$ cat src/rtl/matrix_cmd_sequencer.sv
// -----------------------------------------------------------------------------
// matrix_cmd_sequencer
//
// Decodes host command codes and sequences the filter, multi-round inventory,
// ReqRN + access and purge operations. Adds a per-state watchdog, a
// completion pulse with a result code, and a stop/abort from any busy state.
//
// Ports:
//   Clk, Reset            clock, asynchronous active-high reset
//   r_ExecHostCmd         host command code (0 = no command)
//   r_NumRounds           inventory rounds per command (0 = run until stop)
//   r_TmoLimit            watchdog limit in cycles (0 = watchdog disabled)
//   s_RstHostCmd          registered request to clear the host command register
//   SeqState              one-hot state {WAIT,ACCESS,REQRN,INV,FILTER,IDLE}
//   s_Busy                high whenever SeqState is not IDLE
//   s_Done, s_Status      one-cycle completion pulse; status 0 none, 1 ok,
//                         2 aborted, 3 timeout (held until the next s_Done)
//   h_Start*/h_End*       engine start pulses / engine completion inputs
//   h_Purge               one-cycle tag-buffer flush pulse
//   s_RoundCnt            completed rounds of the current inventory
//
// Engine handshake: every h_Start* is a single-cycle request raised on the
// first cycle of the state that owns that engine. The matching h_End* is a
// single-cycle completion that is honoured only while in that state; an End
// seen in any other state is ignored.
// -----------------------------------------------------------------------------
module matrix_cmd_sequencer #(
    parameter int CMD_W      = 4,
    parameter int ROUND_W    = 8,
    parameter int TMO_W      = 16,
    parameter int CMD_FILTER = 1,
    parameter int CMD_INV    = 2,
    parameter int CMD_ACCESS = 3,
    parameter int CMD_PURGE  = 4,
    parameter int CMD_STOP   = 5,
    parameter int Tp         = 1
) (
    input  logic               Clk,
    input  logic               Reset,
    input  logic [CMD_W-1:0]   r_ExecHostCmd,
    input  logic [ROUND_W-1:0] r_NumRounds,
    input  logic [TMO_W-1:0]   r_TmoLimit,
    output logic               s_RstHostCmd,
    output logic [5:0]         SeqState,
    output logic               s_Busy,
    output logic               s_Done,
    output logic [1:0]         s_Status,
    output logic               h_StartFilter,
    input  logic               h_EndFilter,
    output logic               h_StartHInvRound,
    input  logic               h_EndHinvRound,
    output logic               h_StartReqRn,
    input  logic               h_EndReqRn,
    output logic               h_StartAccess,
    input  logic               h_EndAccess,
    output logic               h_Purge,
    output logic [ROUND_W-1:0] s_RoundCnt
);

    // Tp is carried over from the predecessor's interface; registers here are
    // zero-delay, so it only has to be a sane value.
    if (Tp < 0) begin : gTpNegative
    end

    typedef enum logic [5:0] {
        IDLE   = 6'b000001,
        FILTER = 6'b000010,
        INV    = 6'b000100,
        REQRN  = 6'b001000,
        ACCESS = 6'b010000,
        WAIT   = 6'b100000
    } seqState_e;

    localparam logic [CMD_W-1:0] CmdFilter = CMD_W'(CMD_FILTER);
    localparam logic [CMD_W-1:0] CmdInv    = CMD_W'(CMD_INV);
    localparam logic [CMD_W-1:0] CmdAccess = CMD_W'(CMD_ACCESS);
    localparam logic [CMD_W-1:0] CmdPurge  = CMD_W'(CMD_PURGE);
    localparam logic [CMD_W-1:0] CmdStop   = CMD_W'(CMD_STOP);

    localparam logic [1:0] StOk      = 2'd1;
    localparam logic [1:0] StAbort   = 2'd2;
    localparam logic [1:0] StTimeout = 2'd3;

    seqState_e          state, nextState;
    logic [TMO_W-1:0]   tmoCnt;
    logic [ROUND_W-1:0] roundInc, roundCntNext;
    logic [1:0]         statusNext;
    logic               doneNext, purgeNext;
    logic               cmdFilter, cmdInv, cmdAccess, cmdPurge, cmdStop, cmdKnown;
    logic               counting, tmoHit;

    assign cmdFilter = (r_ExecHostCmd == CmdFilter);
    assign cmdInv    = (r_ExecHostCmd == CmdInv);
    assign cmdAccess = (r_ExecHostCmd == CmdAccess);
    assign cmdPurge  = (r_ExecHostCmd == CmdPurge);
    assign cmdStop   = (r_ExecHostCmd == CmdStop);
    assign cmdKnown  = cmdFilter | cmdInv | cmdAccess | cmdPurge | cmdStop;

    assign roundInc = s_RoundCnt + ROUND_W'(1);

    // The counter holds the number of cycles already spent in the state, so
    // the limit-th cycle is the one where it equals limit-1.
    assign counting = (state == FILTER) || (state == INV) ||
                      (state == REQRN)  || (state == ACCESS);
    assign tmoHit   = (r_TmoLimit != '0) && (tmoCnt == r_TmoLimit - TMO_W'(1));

    assign SeqState = state;
    assign s_Busy   = (state != IDLE);

    always_ff @(posedge Clk or posedge Reset) begin
        if (Reset) begin
            state <= IDLE;
        end else begin
            state <= nextState;
        end
    end

    always_comb begin
        nextState    = state;
        doneNext     = 1'b0;
        statusNext   = s_Status;
        roundCntNext = s_RoundCnt;
        purgeNext    = 1'b0;

        // Purge completes the cycle after its flush pulse.
        if (h_Purge) begin
            doneNext   = 1'b1;
            statusNext = StOk;
        end

        case (state)
            IDLE: begin
                if (cmdFilter) begin
                    nextState = FILTER;
                end else if (cmdInv) begin
                    nextState    = INV;
                    roundCntNext = '0;
                end else if (cmdAccess) begin
                    nextState = REQRN;
                end else if (cmdPurge) begin
                    purgeNext = 1'b1;
                end
            end
            FILTER: begin
                if (h_EndFilter) begin
                    nextState  = IDLE;
                    doneNext   = 1'b1;
                    statusNext = StOk;
                end
            end
            INV: begin
                if (h_EndHinvRound) begin
                    roundCntNext = roundInc;
                    if ((r_NumRounds != '0) && (roundInc == r_NumRounds)) begin
                        nextState  = IDLE;
                        doneNext   = 1'b1;
                        statusNext = StOk;
                    end else begin
                        nextState = WAIT;
                    end
                end
            end
            REQRN: begin
                if (h_EndReqRn) begin
                    nextState = ACCESS;
                end
            end
            ACCESS: begin
                if (h_EndAccess) begin
                    nextState  = IDLE;
                    doneNext   = 1'b1;
                    statusNext = StOk;
                end
            end
            WAIT: begin
                nextState = INV;
            end
            default: begin
                nextState = IDLE;
            end
        endcase

        // An End that already moved the state wins over a coincident timeout.
        if (counting && tmoHit && (nextState == state)) begin
            nextState  = IDLE;
            doneNext   = 1'b1;
            statusNext = StTimeout;
        end

        // Stop overrides everything; a coincident round End is dropped.
        if ((state != IDLE) && cmdStop) begin
            nextState    = IDLE;
            doneNext     = 1'b1;
            statusNext   = StAbort;
            roundCntNext = s_RoundCnt;
        end
    end

    always_ff @(posedge Clk or posedge Reset) begin
        if (Reset) begin
            tmoCnt           <= '0;
            s_RstHostCmd     <= 1'b0;
            s_Done           <= 1'b0;
            s_Status         <= 2'd0;
            s_RoundCnt       <= '0;
            h_Purge          <= 1'b0;
            h_StartFilter    <= 1'b0;
            h_StartHInvRound <= 1'b0;
            h_StartReqRn     <= 1'b0;
            h_StartAccess    <= 1'b0;
        end else begin
            s_RstHostCmd     <= cmdKnown;
            s_Done           <= doneNext;
            s_Status         <= statusNext;
            s_RoundCnt       <= roundCntNext;
            h_Purge          <= purgeNext;
            h_StartFilter    <= (nextState == FILTER) && (state != FILTER);
            h_StartHInvRound <= (nextState == INV)    && (state != INV);
            h_StartReqRn     <= (nextState == REQRN)  && (state != REQRN);
            h_StartAccess    <= (nextState == ACCESS) && (state != ACCESS);
            if (nextState != state) begin
                tmoCnt <= '0;
            end else if (counting) begin
                tmoCnt <= tmoCnt + TMO_W'(1);
            end
        end
    end

endmodule

$ cat config.mk
export PLATFORM = sky130hd
export DESIGN_NAME = matrix_cmd_sequencer
export DESIGN_NICKNAME = d
export VERILOG_FILES = /design/src/rtl/matrix_cmd_sequencer.sv
export SDC_FILE = /design/constraint.sdc
export NUM_CORES = 1
export LEC_CHECK = 0
export ABC_AREA = 1
export BUFFER_PORTS_ARGS = -buffer_cell sky130_fd_sc_hd__buf_2
export CAP_MARGIN = 10
export CELL_PAD_IN_SITES_DETAIL_PLACEMENT = 1
export CELL_PAD_IN_SITES_GLOBAL_PLACEMENT = 1
export CORE_ASPECT_RATIO = 0.75
export CORE_MARGIN = 2
export CORE_UTILIZATION = 30
export DETAILED_ROUTE_END_ITERATION = 8
export PLACE_DENSITY = 0.7
export SYNTH_ARGS = -nofsm -noshare
export SYNTH_HDL_FRONTEND = slang
export SYNTH_SLANG_ARGS = --single-unit
$ cat constraint.sdc
create_clock -name Clk -period 2.5 [get_ports Clk]
set_input_delay 0.375 -clock Clk [delete_from_list [all_inputs] [get_ports Clk]]
set_output_delay 0.375 -clock Clk [all_outputs]
set_load 0.01 [all_outputs]
=== Word-level counts from Yosys, hierarchy flattened ===
Cells that the tools add are included.

* Register bits after elaboration: 39
* Input port bits: 34
* Output and inout port bits: 24

* $add $sub $neg: 3
* Equal/unequal tests: 27
* Mux-type cells: 38
* Bitwise gates (word level): 5
* Reduce and logical (&&, ||, !) cells: 17

{| class="wikitable"
|+ Operators with widths
! cell !! number
|-
| $mux W6 || 10
|-
| $pmux W6 S6 || 1
|-
| $mux W16 || 2
|-
| $mux W8 || 3
|-
| $add A16 B1 Y16 const B || 1
|-
| $eq A16 B16 Y1 || 1
|-
| $pmux W8 S2 || 1
|-
| $reduce_bool A16 Y1 || 1
|-
| $sub A16 B1 Y16 const B || 1
|-
| $mux W2 || 7
|-
| $eq A6 B2 Y1 const B || 2
|-
| $eq A6 B3 Y1 const B || 2
|-
| $eq A6 B4 Y1 const B || 2
|-
| $eq A6 B5 Y1 const B || 2
|-
| $mux W1 || 12
|-
| $logic_and A1 B1 Y1 || 9
|-
| $add A8 B1 Y8 const B || 1
|-
| $eq A4 B2 Y1 const B || 2
|-
| $eq A4 B3 Y1 const B || 2
|-
| $eq A8 B8 Y1 || 1
|-
| $reduce_bool A8 Y1 || 1
|-
| $eq A6 B1 Y1 const B || 1
|-
| $eq A6 B6 Y1 || 1
|-
| $eq A6 B6 Y1 const B || 1
|-
| 15 further kinds || 23
|}

=== Logic depth before layout (Yosys ltp) ===
Gate-level depths: netlist (run 1).

* Depth after elaboration: 12
* Gate-level depth with buffers: 21

=== Worst setup path after synthesis (run 1) ===
No wires, ideal clock.

* Kind: input to register
* Start point: input port r_TmoLimit[0]
* End point: register tmoCnt[7]
* Arrival: 2.167 ns
* Setup slack: 0.209 ns
* Cell stages on the path: 19
* Buffers on the path: 1
* Cell sequence: inv_1 ha_1 nand2_2 nor2_4 nand2_1 nand2_1 nand2_1 nand2_1 nand2_1 nand3b_1 nor2_2 nand3_4 nand3_1 nand2_1 nand2_2 nor2_4 nand2_4 buf_12 nor2_4

* Word-level cells in the longest chain between the ends: 9

{| class="wikitable"
|+ RTL lines
! what !! line !! text
|-
| from (decl) || 42 || <nowiki>input logic [TMO_W-1:0] r_TmoLimit,</nowiki>
|-
| $sub A16 B1 Y16 || 105 || <nowiki>assign tmoHit = (r_TmoLimit != '0) && (tmoCnt == r_TmoLimit - TMO_W'(1));</nowiki>
|-
| $eq A16 B16 Y1 || 105 ||
|-
| $logic_and A1 B1 Y1 * || 105 ||
|-
| $logic_and A1 B1 Y1 * (2 in a row) || 184 || <nowiki>if (counting && tmoHit && (nextState == state)) begin</nowiki>
|-
| $mux W6 * || 184 ||
|-
| $mux W6 * || 191 || <nowiki>if ((state != IDLE) && cmdStop) begin</nowiki>
|-
| $ne A6 B6 Y1 * || 221 || <nowiki>if (nextState != state) begin</nowiki>
|-
| $mux W16 / $reduce_bool A2 Y1 (equally long branches) || - ||
|-
| to (signal assigned) || 224 || <nowiki>tmoCnt <= tmoCnt + TMO_W'(1);</nowiki>
|-
| to (decl) || 85 || <nowiki>logic [TMO_W-1:0] tmoCnt;</nowiki>
|}

Every way passes the cells marked *; elsewhere a longest branch is shown, timed or not.
A chain may end at the register's enable or synchronous reset.

=== Worst setup path after layout (run 1) ===
* Start point: register state[4], in the netlist SeqState[4]
* End point: register tmoCnt[10]

* Word-level cells in the longest chain between the ends: 10

{| class="wikitable"
|+ RTL lines
! what !! line !! text
|-
| from (decl) || 84 || <nowiki>seqState_e state, nextState;</nowiki>
|-
| from (signal assigned) || 114 || <nowiki>state <= nextState;</nowiki>
|-
| $mux W6, or another cell as far along || 138 || <nowiki>end else if (cmdAccess) begin</nowiki>
|-
| $mux W6 / $logic_or A1 B1 Y1 (equally long branches) || 135, 103 ||
|-
| $mux W6 / $logic_or A1 B1 Y1 (equally long branches) || 133, 103 ||
|-
| $pmux W6 S6 / $logic_or A1 B1 Y1 (equally long branches) || 131, 104 ||
|-
| $eq A6 B6 Y1 / $logic_and A1 B1 Y1 (equally long branches) || 184 ||
|-
| $logic_and A1 B1 Y1 || 184 ||
|-
| $mux W6 || 184 ||
|-
| $mux W6 || 191 ||
|-
| $ne A6 B6 Y1 || 221 ||
|-
| $mux W16 / $reduce_bool A2 Y1 (equally long branches) || - ||
|}

Several ways; a longest one is shown, not always the timed one.

==> run summary, run 1 <==
Entering global routing, the biggest net connects 40 pins. In the finished design, the share of the clock period the worst path needs comes to 0.998. The final count of negative-setup-slack endpoints is 0. By area the synthesized netlist is led by sky130_fd_sc_hd__dfrtp_1 (29%), sky130_fd_sc_hd__nand2_1 (14%), sky130_fd_sc_hd__inv_1 (8.5%). The clock passes through at most 2 buffers.

The time the worst path needs with I/O delays and setup came out at 2490 ps. The final worst hold slack came out at 195 ps. The master of the slowest instance on the critical path is sky130_fd_sc_hd__dfrtp_2.

The number of vias in the routed layout is 3,548. The average via count per standard cell is 4.74. Across the VDD grid, the largest voltage drop is 453 uV. The total inserted antenna cells came out at 0.

The global-route wire length before repair is 17.0 mm. The count of buffers added on input and output ports is 57. The worst hold path belongs to the class in -> async. The routed length on met1 is 5.22 mm. The mean routed wirelength per cell came out at 14.6 um. The internal portion of the total power is 2.01 mW.

The most common cell after layout, fill and taps aside is sky130_fd_sc_hd__nand2_1. The final standard cell count with taps included and fillers excluded is 748. The number of different library cells used by synthesis comes to 36. The uppermost metal layer occupied by signal nets is met4. The power share of the combinational group came out at 0.575.

The wire length after detailed routing came out at 10.9 mm. The vertical die dimension is 94.5 um. In the detailed route, the total length drawn on met3 is 266 um. In the layout the commonest cells are sky130_fd_sc_hd__nand2_1 (113), sky130_fd_sc_hd__inv_1 (72), sky130_fd_sc_hd__buf_2 (57), sky130_fd_sc_hd__buf_4 (53), sky130_fd_sc_hd__nand3_1 (46). The final count of pins violating max slew is 0. Counting every sink on the clock net gives 39.

The overflow left after global routing came out at 0. The synthesized design spends more area on one cell type than any other, namely sky130_fd_sc_hd__dfrtp_1. The later-pin clock latency in the skew report is 290 ps.

The data arrival time at the worst-slack endpoint is 2720 ps. The worst slew margin relative to its limit came out at 0.649. The cell that appears most often on the critical path is sky130_fd_sc_hd__nand2_2. The mapped netlist covers 3280 um^2. The highest clock rate is 401 MHz. After the first detailed-routing iteration, the DRC count stood at 119. The flow ran to the end, and the final reports show no timing, DRC or antenna violations. The longest individual stage delay on the worst path came out at 440 ps. Summed over all nets, the switching power comes to 1.58 mW. In the detailed route, the total length drawn on met2 is 5.33 mm. After technology mapping, the gate count stands at 490. Relative to the synthesized area, the layout overhead comes to 39.8%. The die width is 125 um. The number of placed cells counting well taps is 725.

The largest fanout of any net on the critical path came out at 6. Counting flops and latches in the post-synthesis netlist gives 39. The number of nets in the finished design came out at 645. Walking the worst path, the cells encountered are inv_2, nor2_1, nand3_2, nand2_2, inv_2, nand2_4, nand2_2, nor2_1, nand3_1, nor2_2, nand3_4, o21ai_2, nand2_1, nand2_1, nand2_2, nor2_4, nand2_4, clkbuf_16, nor2_4.

TritonCTS built the clock tree. On the final layout, the worst clock skew is 2.79 ps. The area enclosed by the die boundary came out at 11,800 um^2. The post-place setup slack is -231 ps. Routability-driven placement finished with a final weighted congestion of 0.873.

The share of the synthesized area in the top cell type is 0.290. The starting density of the core is 0.304. The worst setup path is of the reg -> reg kind. The antenna violation net count after detailed routing came out at 0. The core area is 10,800 um^2. The sequential power share came out at 0.218. The sequential cell area fraction in the yosys report came out at 0.298. Counting the buffers created by CTS gives 5. The worst setup path is captured at a flip-flop. The post-route worst setup slack came out at 5.93 ps. The overall track demand over capacity in global routing came out at 0.177. The HPWL after detailed placement came out at 8.33 mm. The count of TritonRoute iterations in the first routing pass came out at 4. The number of synthesis warnings is 0. At the end of the flow the core is filled with cells to 0.425. The power density over the cells came out at 782 nW/um^2.

The filler cell count came out at 1,397. The CTS root buffer is sky130_fd_sc_hd__clkbuf_16. Max-cap violations in this run came to 0. The required time at the endpoint of the critical path came out at 2730 ps. The proportion of power drawn by the clock network came out at 0.207. The nature of the critical path startpoint is a flip-flop. The number of global-route vias before repair is 3,650. Setup repair after global routing could not meet its margin everywhere. The number of nets handed over by synthesis was 527. The leakage power is 2.26 nW. The top-level I/O count came out at 58.

After clock tree synthesis, the clock-pin slew on the worst setup and hold paths is 60 ps. The final hold violation count came out at 0. The number of H-tree levels is 2. In the routed design, unresolved DRC markers number 0. The initial antenna violation count is 0. The total power consumption of the routed design is 3.58 mW.

The slew at the pin closest to its max-slew limit came out at 526 ps. In this run, post-CTS hold repair placed 0 buffers. Of the total power, the share spent switching nets is 0.440.

The number of cell rows is 33. The average size of a mapped cell is 6.69 um^2. The share of layout cells above drive strength 1 is 0.362.
==> worst max-delay path, delay by kind of cell, from the launching register on <==
| kind | cells | cell delay [ps] |
|---|---|---|
| and+or+nand+nor | 15 | 1510 |
| DFF | 1 | 440 |
| buffers and inverters | 3 | 300 |
| AOI/OAI and AO/OA | 1 | 180 |
==> cell type report <==
| class | instances | area, um^2 | share of cell area |
|---|---|---|---|
| well taps | 140 | 175 | 0.0382 |
| clock buffers | 5 | 125 | 0.0273 |
| inverters | 82 | 308 | 0.0672 |
| flip-flops and latches | 39 | 983 | 0.215 |
| multi-input cells | 366 | 2190 | 0.479 |
| clock inverters | 2 | 37.5 | 0.00819 |
| repair buffers | 114 | 759 | 0.166 |
==> through the flow <==
stage          area (um^2)  TNS [ps]
5_1_grt               4580     -2340
6_report              4580         0
3_3_place_gp          4040     -1910
4_1_cts               4250         0
2_1_floorplan         3280         0
3_5_place_dp          4040     -2950
==> per-layer routing <==
layer | global-route usage | vias to the layer above
met5 | 0 | -
met4 | 0.0281 | 0
met3 | 0.0329 | 13
met2 | 0.311 | 46
met1 | 0.234 | 1705
li1 | - | 1784
==> worst paths after layout <==
check                            startpoint             to  slack [ps]  cells after the start
setup / recovery                SeqState[4]     tmoCnt[10]           6                     19
hold / removal                        Reset  h_StartAccess         190                      3
setup reg to reg                SeqState[4]     tmoCnt[10]           6                     19
hold reg to reg                 s_Status[1]    s_Status[1]         530                      2
max in group asynchronous             Reset    SeqState[3]        1900                      3
min in group Clk           r_ExecHostCmd[0]        h_Purge         310                      2
==> kinds of logic (layout without fill, tap and decap cells) <==
| group | after synthesis | count (layout) | share of synthesized area |
|---|---|---|---|
| compound gates | 35 | 35 | 0.0622 |
| xor+xnor | 30 | 30 | 0.0802 |
| fa+ha+maj | 3 | 3 | 0.0115 |
| buf+inv | 85 | 203 | 0.103 |
| flops | 39 | 39 | 0.298 |
| simple gates | 298 | 298 | 0.445 |
==> flip-flops by register name (all words and copies together), names as in the netlist <==
name,count
tmoCnt,16
h_StartHInvRound,1
h_StartFilter,1
s_RstHostCmd,1
s_RoundCnt,8
s_Done,1
SeqState,6
h_StartAccess,1
h_Purge,1
h_StartReqRn,1
s_Status,2
==> cells in the mapped netlist <==
cell type                  count
sky130_fd_sc_hd__o21ai_1       4
sky130_fd_sc_hd__nor2_1       59
sky130_fd_sc_hd__nand3b_1      3
sky130_fd_sc_hd__or2_1         1
sky130_fd_sc_hd__ha_1          3
sky130_fd_sc_hd__a211oi_1      1
sky130_fd_sc_hd__o21a_1        1
sky130_fd_sc_hd__o21bai_1      1
sky130_fd_sc_hd__clkbuf_1      1
sky130_fd_sc_hd__xnor2_1      10
sky130_fd_sc_hd__nand2_1     123
sky130_fd_sc_hd__nand4_4       1
sky130_fd_sc_hd__o21ai_2       2
sky130_fd_sc_hd__nand3_1      53
sky130_fd_sc_hd__inv_2         8
sky130_fd_sc_hd__nor2_4       14
sky130_fd_sc_hd__nand2_4       2
sky130_fd_sc_hd__o21bai_2      1
sky130_fd_sc_hd__buf_2         1
sky130_fd_sc_hd__o21ai_0      15
sky130_fd_sc_hd__nand3_4       1
sky130_fd_sc_hd__nand4_1      10
sky130_fd_sc_hd__nor2_2       10
sky130_fd_sc_hd__inv_1        74
sky130_fd_sc_hd__buf_12        1
sky130_fd_sc_hd__nand2_2       4
sky130_fd_sc_hd__a21oi_1       4
sky130_fd_sc_hd__nor3_2        1
sky130_fd_sc_hd__a31oi_1       2
sky130_fd_sc_hd__dfrtp_1      38
sky130_fd_sc_hd__o22ai_1       4
sky130_fd_sc_hd__dfstp_2       1
sky130_fd_sc_hd__nor3_1       12
sky130_fd_sc_hd__nand4_2       1
sky130_fd_sc_hd__xor2_1       20
sky130_fd_sc_hd__nand3_2       3
==> power by group through the flow <==
stage               Combinational, mW  Clock (mW)  Sequential [mW]
floorplan                       0.994           0            0.814
global placement                 1.50           0            0.790
detailed placement               1.54           0            0.790
CTS                              1.62       0.756            0.778
global route                     2.23       0.774            0.791
finish                           2.06       0.741            0.781
==> timing repair <==
item,CTS,global route
gates resized for setup,7,60
pin swaps,1,22
setup buffers,2,13
cloned,0,1
setup endpoints to repair,15,17
Power figures use the tool's default switching activity.
==> run 2, diff against run 1 <==
CORE_MARGIN = 1.5   (was 2)
==> run summary, run 2 (synthesis results as in run 1) <==
The final count of negative-setup-slack endpoints is 16 (+16). The average via count per standard cell was 4.74 (-0.13%). STA classifies the critical path endpoint as a flip-flop. The number of input and output port buffers inserted is 57 (unchanged). The wire length after detailed routing came out at 10.8 mm (-1.0%). The number of buffers inserted by hold repair at cts is 0 (unchanged). More flip-flops sit in one register than any other, and that register is tmoCnt. The final count of pins violating max slew came out at 0 (unchanged). The required time at the endpoint of the critical path is 2720 ps (about the same). The worst clock skew came to 4.56 ps (+1.77 ps). The initial antenna violation count came to 0 (unchanged).

The die width is 124 um (-0.80%). The number of remaining DRC errors is 0 (unchanged). The share of layout cells above drive strength 1 was 0.358 (-0.00366). Setup repair after global routing could not meet its margin everywhere. The total CTS buffers was 5 (unchanged). The final worst hold slack was 194 ps (-1.10 ps). The power density over the cells is 769 nW/um^2 (-1.7%). The post-route worst setup slack is -61.2 ps (-67.2 ps). The final reports fail on setup timing. The starting density of the core is 0.314 (+0.00950). The worst supply voltage drop on vdd is 343 uV (-24%). The time the worst path needs with I/O delays and setup came to 2560 ps (+67.2 ps).

The root buffer cell chosen for the clock tree is sky130_fd_sc_hd__clkbuf_16. The later-pin clock latency in the skew report is 290 ps (about the same). The count of TritonRoute iterations in the first routing pass is 4 (unchanged). The number of H-tree levels is 2 (unchanged). The largest fanout of any net on the critical path is 8 (+2). The overall track demand over capacity in global routing came out at 0.195 (+0.0176). TritonCTS built the clock tree.

The top-level I/O count is 58 (unchanged). The nature of the critical path startpoint is a flip-flop. The number of nets in the finished design was 653 (+1.2%).

The worst hold path belongs to the class in -> async. The area added between synthesis and finish came out at 40.7%. The highest clock rate came out at 390 MHz (-2.6%).

The core area came out at 10,500 um^2 (-3.0%). The final standard cell count with taps included and fillers excluded came out at 753 (+0.67%). The area enclosed by the die boundary came out at 11,600 um^2 (-1.9%). The critical path in this run is classified as reg -> reg. The largest buffer count on any clock path is 2 (unchanged). Leaving out fill and tap cells, the most frequent cell in the layout is sky130_fd_sc_hd__nand2_1. The top cell types in the final layout, fill and taps aside, are sky130_fd_sc_hd__nand2_1 (117), sky130_fd_sc_hd__inv_1 (72), sky130_fd_sc_hd__buf_4 (62), sky130_fd_sc_hd__buf_2 (57), sky130_fd_sc_hd__nand3_1 (46). The final core utilization is 0.441 (+0.0160). The leakage power came out at 2.30 nW (+1.8%).

The global-route wire length before repair came out at 17.8 mm (+4.6%). The CTS clock-pin slew for the worst setup and hold paths came to 60 ps (about the same). The flip-flop count of the largest register after layout is 16 (unchanged).

The number of vias in the routed layout was 3,567 (+0.54%). The final period utilization is 1.02 (+0.0269). The number of global-route vias before repair is 3,789 (+3.8%). The number of cell rows came out at 32 (-3.0%). The post-place setup slack is -346 ps (-115 ps). The iteration-0 DRC count of the detailed router came out at 89 (-25%). The slew at the pin closest to its max-slew limit was 530 ps (+3.39 ps). The HPWL after detailed placement was 8.52 mm (+2.3%). The worst slew margin relative to its limit is 0.647 (-0.00226). The vertical die dimension is 93.5 um (-1.1%). The antenna violation net count after detailed routing is 0 (unchanged).

The sink count of the clock tree is 39 (unchanged). The run finished, with violations left. The total of max-cap violations came out at 0 (unchanged). The total inserted antenna cells came to 0 (unchanged). The overflow left after global routing is 0 (unchanged). The final weighted congestion of routability-driven global placement is 0.842 (-3.6%).

The mean routed wirelength per cell is 14.3 um (-1.7%). The data arrival time at the worst-slack endpoint came out at 2790 ps (+70 ps). The largest net degree at the start of global routing came out at 40 (unchanged).

The number of placed cells counting well taps was 733 (+1.1%). The final hold violation count is 0 (unchanged).
## run 2: changes by cell type in the layout (fill, tap and decap cells not counted), sizes merged
cell and delta:
nand2 +1, bufinv +1, clkinvlp -1, buf +8
## run 2: layout make-up
cell class	count	area, um^2
clock buffer	6	129
clock inverter	2	60.1
fill	1343	5840
inverter	82	308
multi-input combinational	367	2190
sequential	39	982
tap	136	170
timing repair buffer	121	773
## run 2: per-layer routing
metal / GRT usage / up-vias / wire [um]
met1: 0.266 / 1722 / 5270
met5: 0 / - / 0
li1: - / 1794 / -
met4: 0.0287 / 0 / 53
met3: 0.0299 / 7 / 337
met2: 0.330 / 44 / 5130
## run 2: worst paths after layout
path                                       to  slack (ps)             start  cells after the start
worst min-delay path            s_RoundCnt[6]         190             Reset                      3
min in group Clk                      h_Purge         340  r_ExecHostCmd[0]                      2
max in group asynchronous         SeqState[3]        1890             Reset                      3
worst max register to register      tmoCnt[7]         -60       SeqState[2]                     16
worst min register to register    s_Status[1]         520       s_Status[1]                      2
worst max-delay path                tmoCnt[7]         -60       SeqState[2]                     16
## run 2: repair_timing
action                     4_1_cts  5_1_grt
setup endpoints to repair       16       16
hold endpoints to repair         0        0
resized for setup               17       42
gates cloned                     1        0
pin swaps                        1       29
buffers inserted                 6        5
## run 2: critical path, stage by stage, from the launching register on
cell and delay [ps]:
sky130_fd_sc_hd__dfrtp_2 460, sky130_fd_sc_hd__nor2_4 240, sky130_fd_sc_hd__nand3_2 110, sky130_fd_sc_hd__nand2_1 110, sky130_fd_sc_hd__inv_2 50, sky130_fd_sc_hd__nand2_4 60
sky130_fd_sc_hd__buf_4 130, sky130_fd_sc_hd__nor3_1 60, sky130_fd_sc_hd__nor3_1 210, sky130_fd_sc_hd__nand2_2 110, sky130_fd_sc_hd__nor2_2 160, sky130_fd_sc_hd__nand3_1 130
sky130_fd_sc_hd__nand2_2 90, sky130_fd_sc_hd__nand2_2 60, sky130_fd_sc_hd__nor2_4 240, sky130_fd_sc_hd__nand2_8 150, sky130_fd_sc_hd__nor2_4 120
## run 2: through the flow
step	setup TNS [ps]	power [mW]	cell area, um^2
5_1_grt	-3650	3.76	4610
6_report	-742	3.54	4610
4_1_cts	0	3.34	4430
3_5_place_dp	-5000	2.29	4100
3_3_place_gp	-3060	2.24	4100
2_1_floorplan	0	1.81	3280
## run 2: report_power, final
group / internal [mW] / total (mW) / leakage [nW] / switching, mW
combinational: 0.682 / 1.92 / 1.68 / 1.24
clock: 0.573 / 0.838 / 0.0911 / 0.265
sequential: 0.710 / 0.781 / 0.527 / 0.0711
total: 1.96 / 3.54 / 2.30 / 1.58
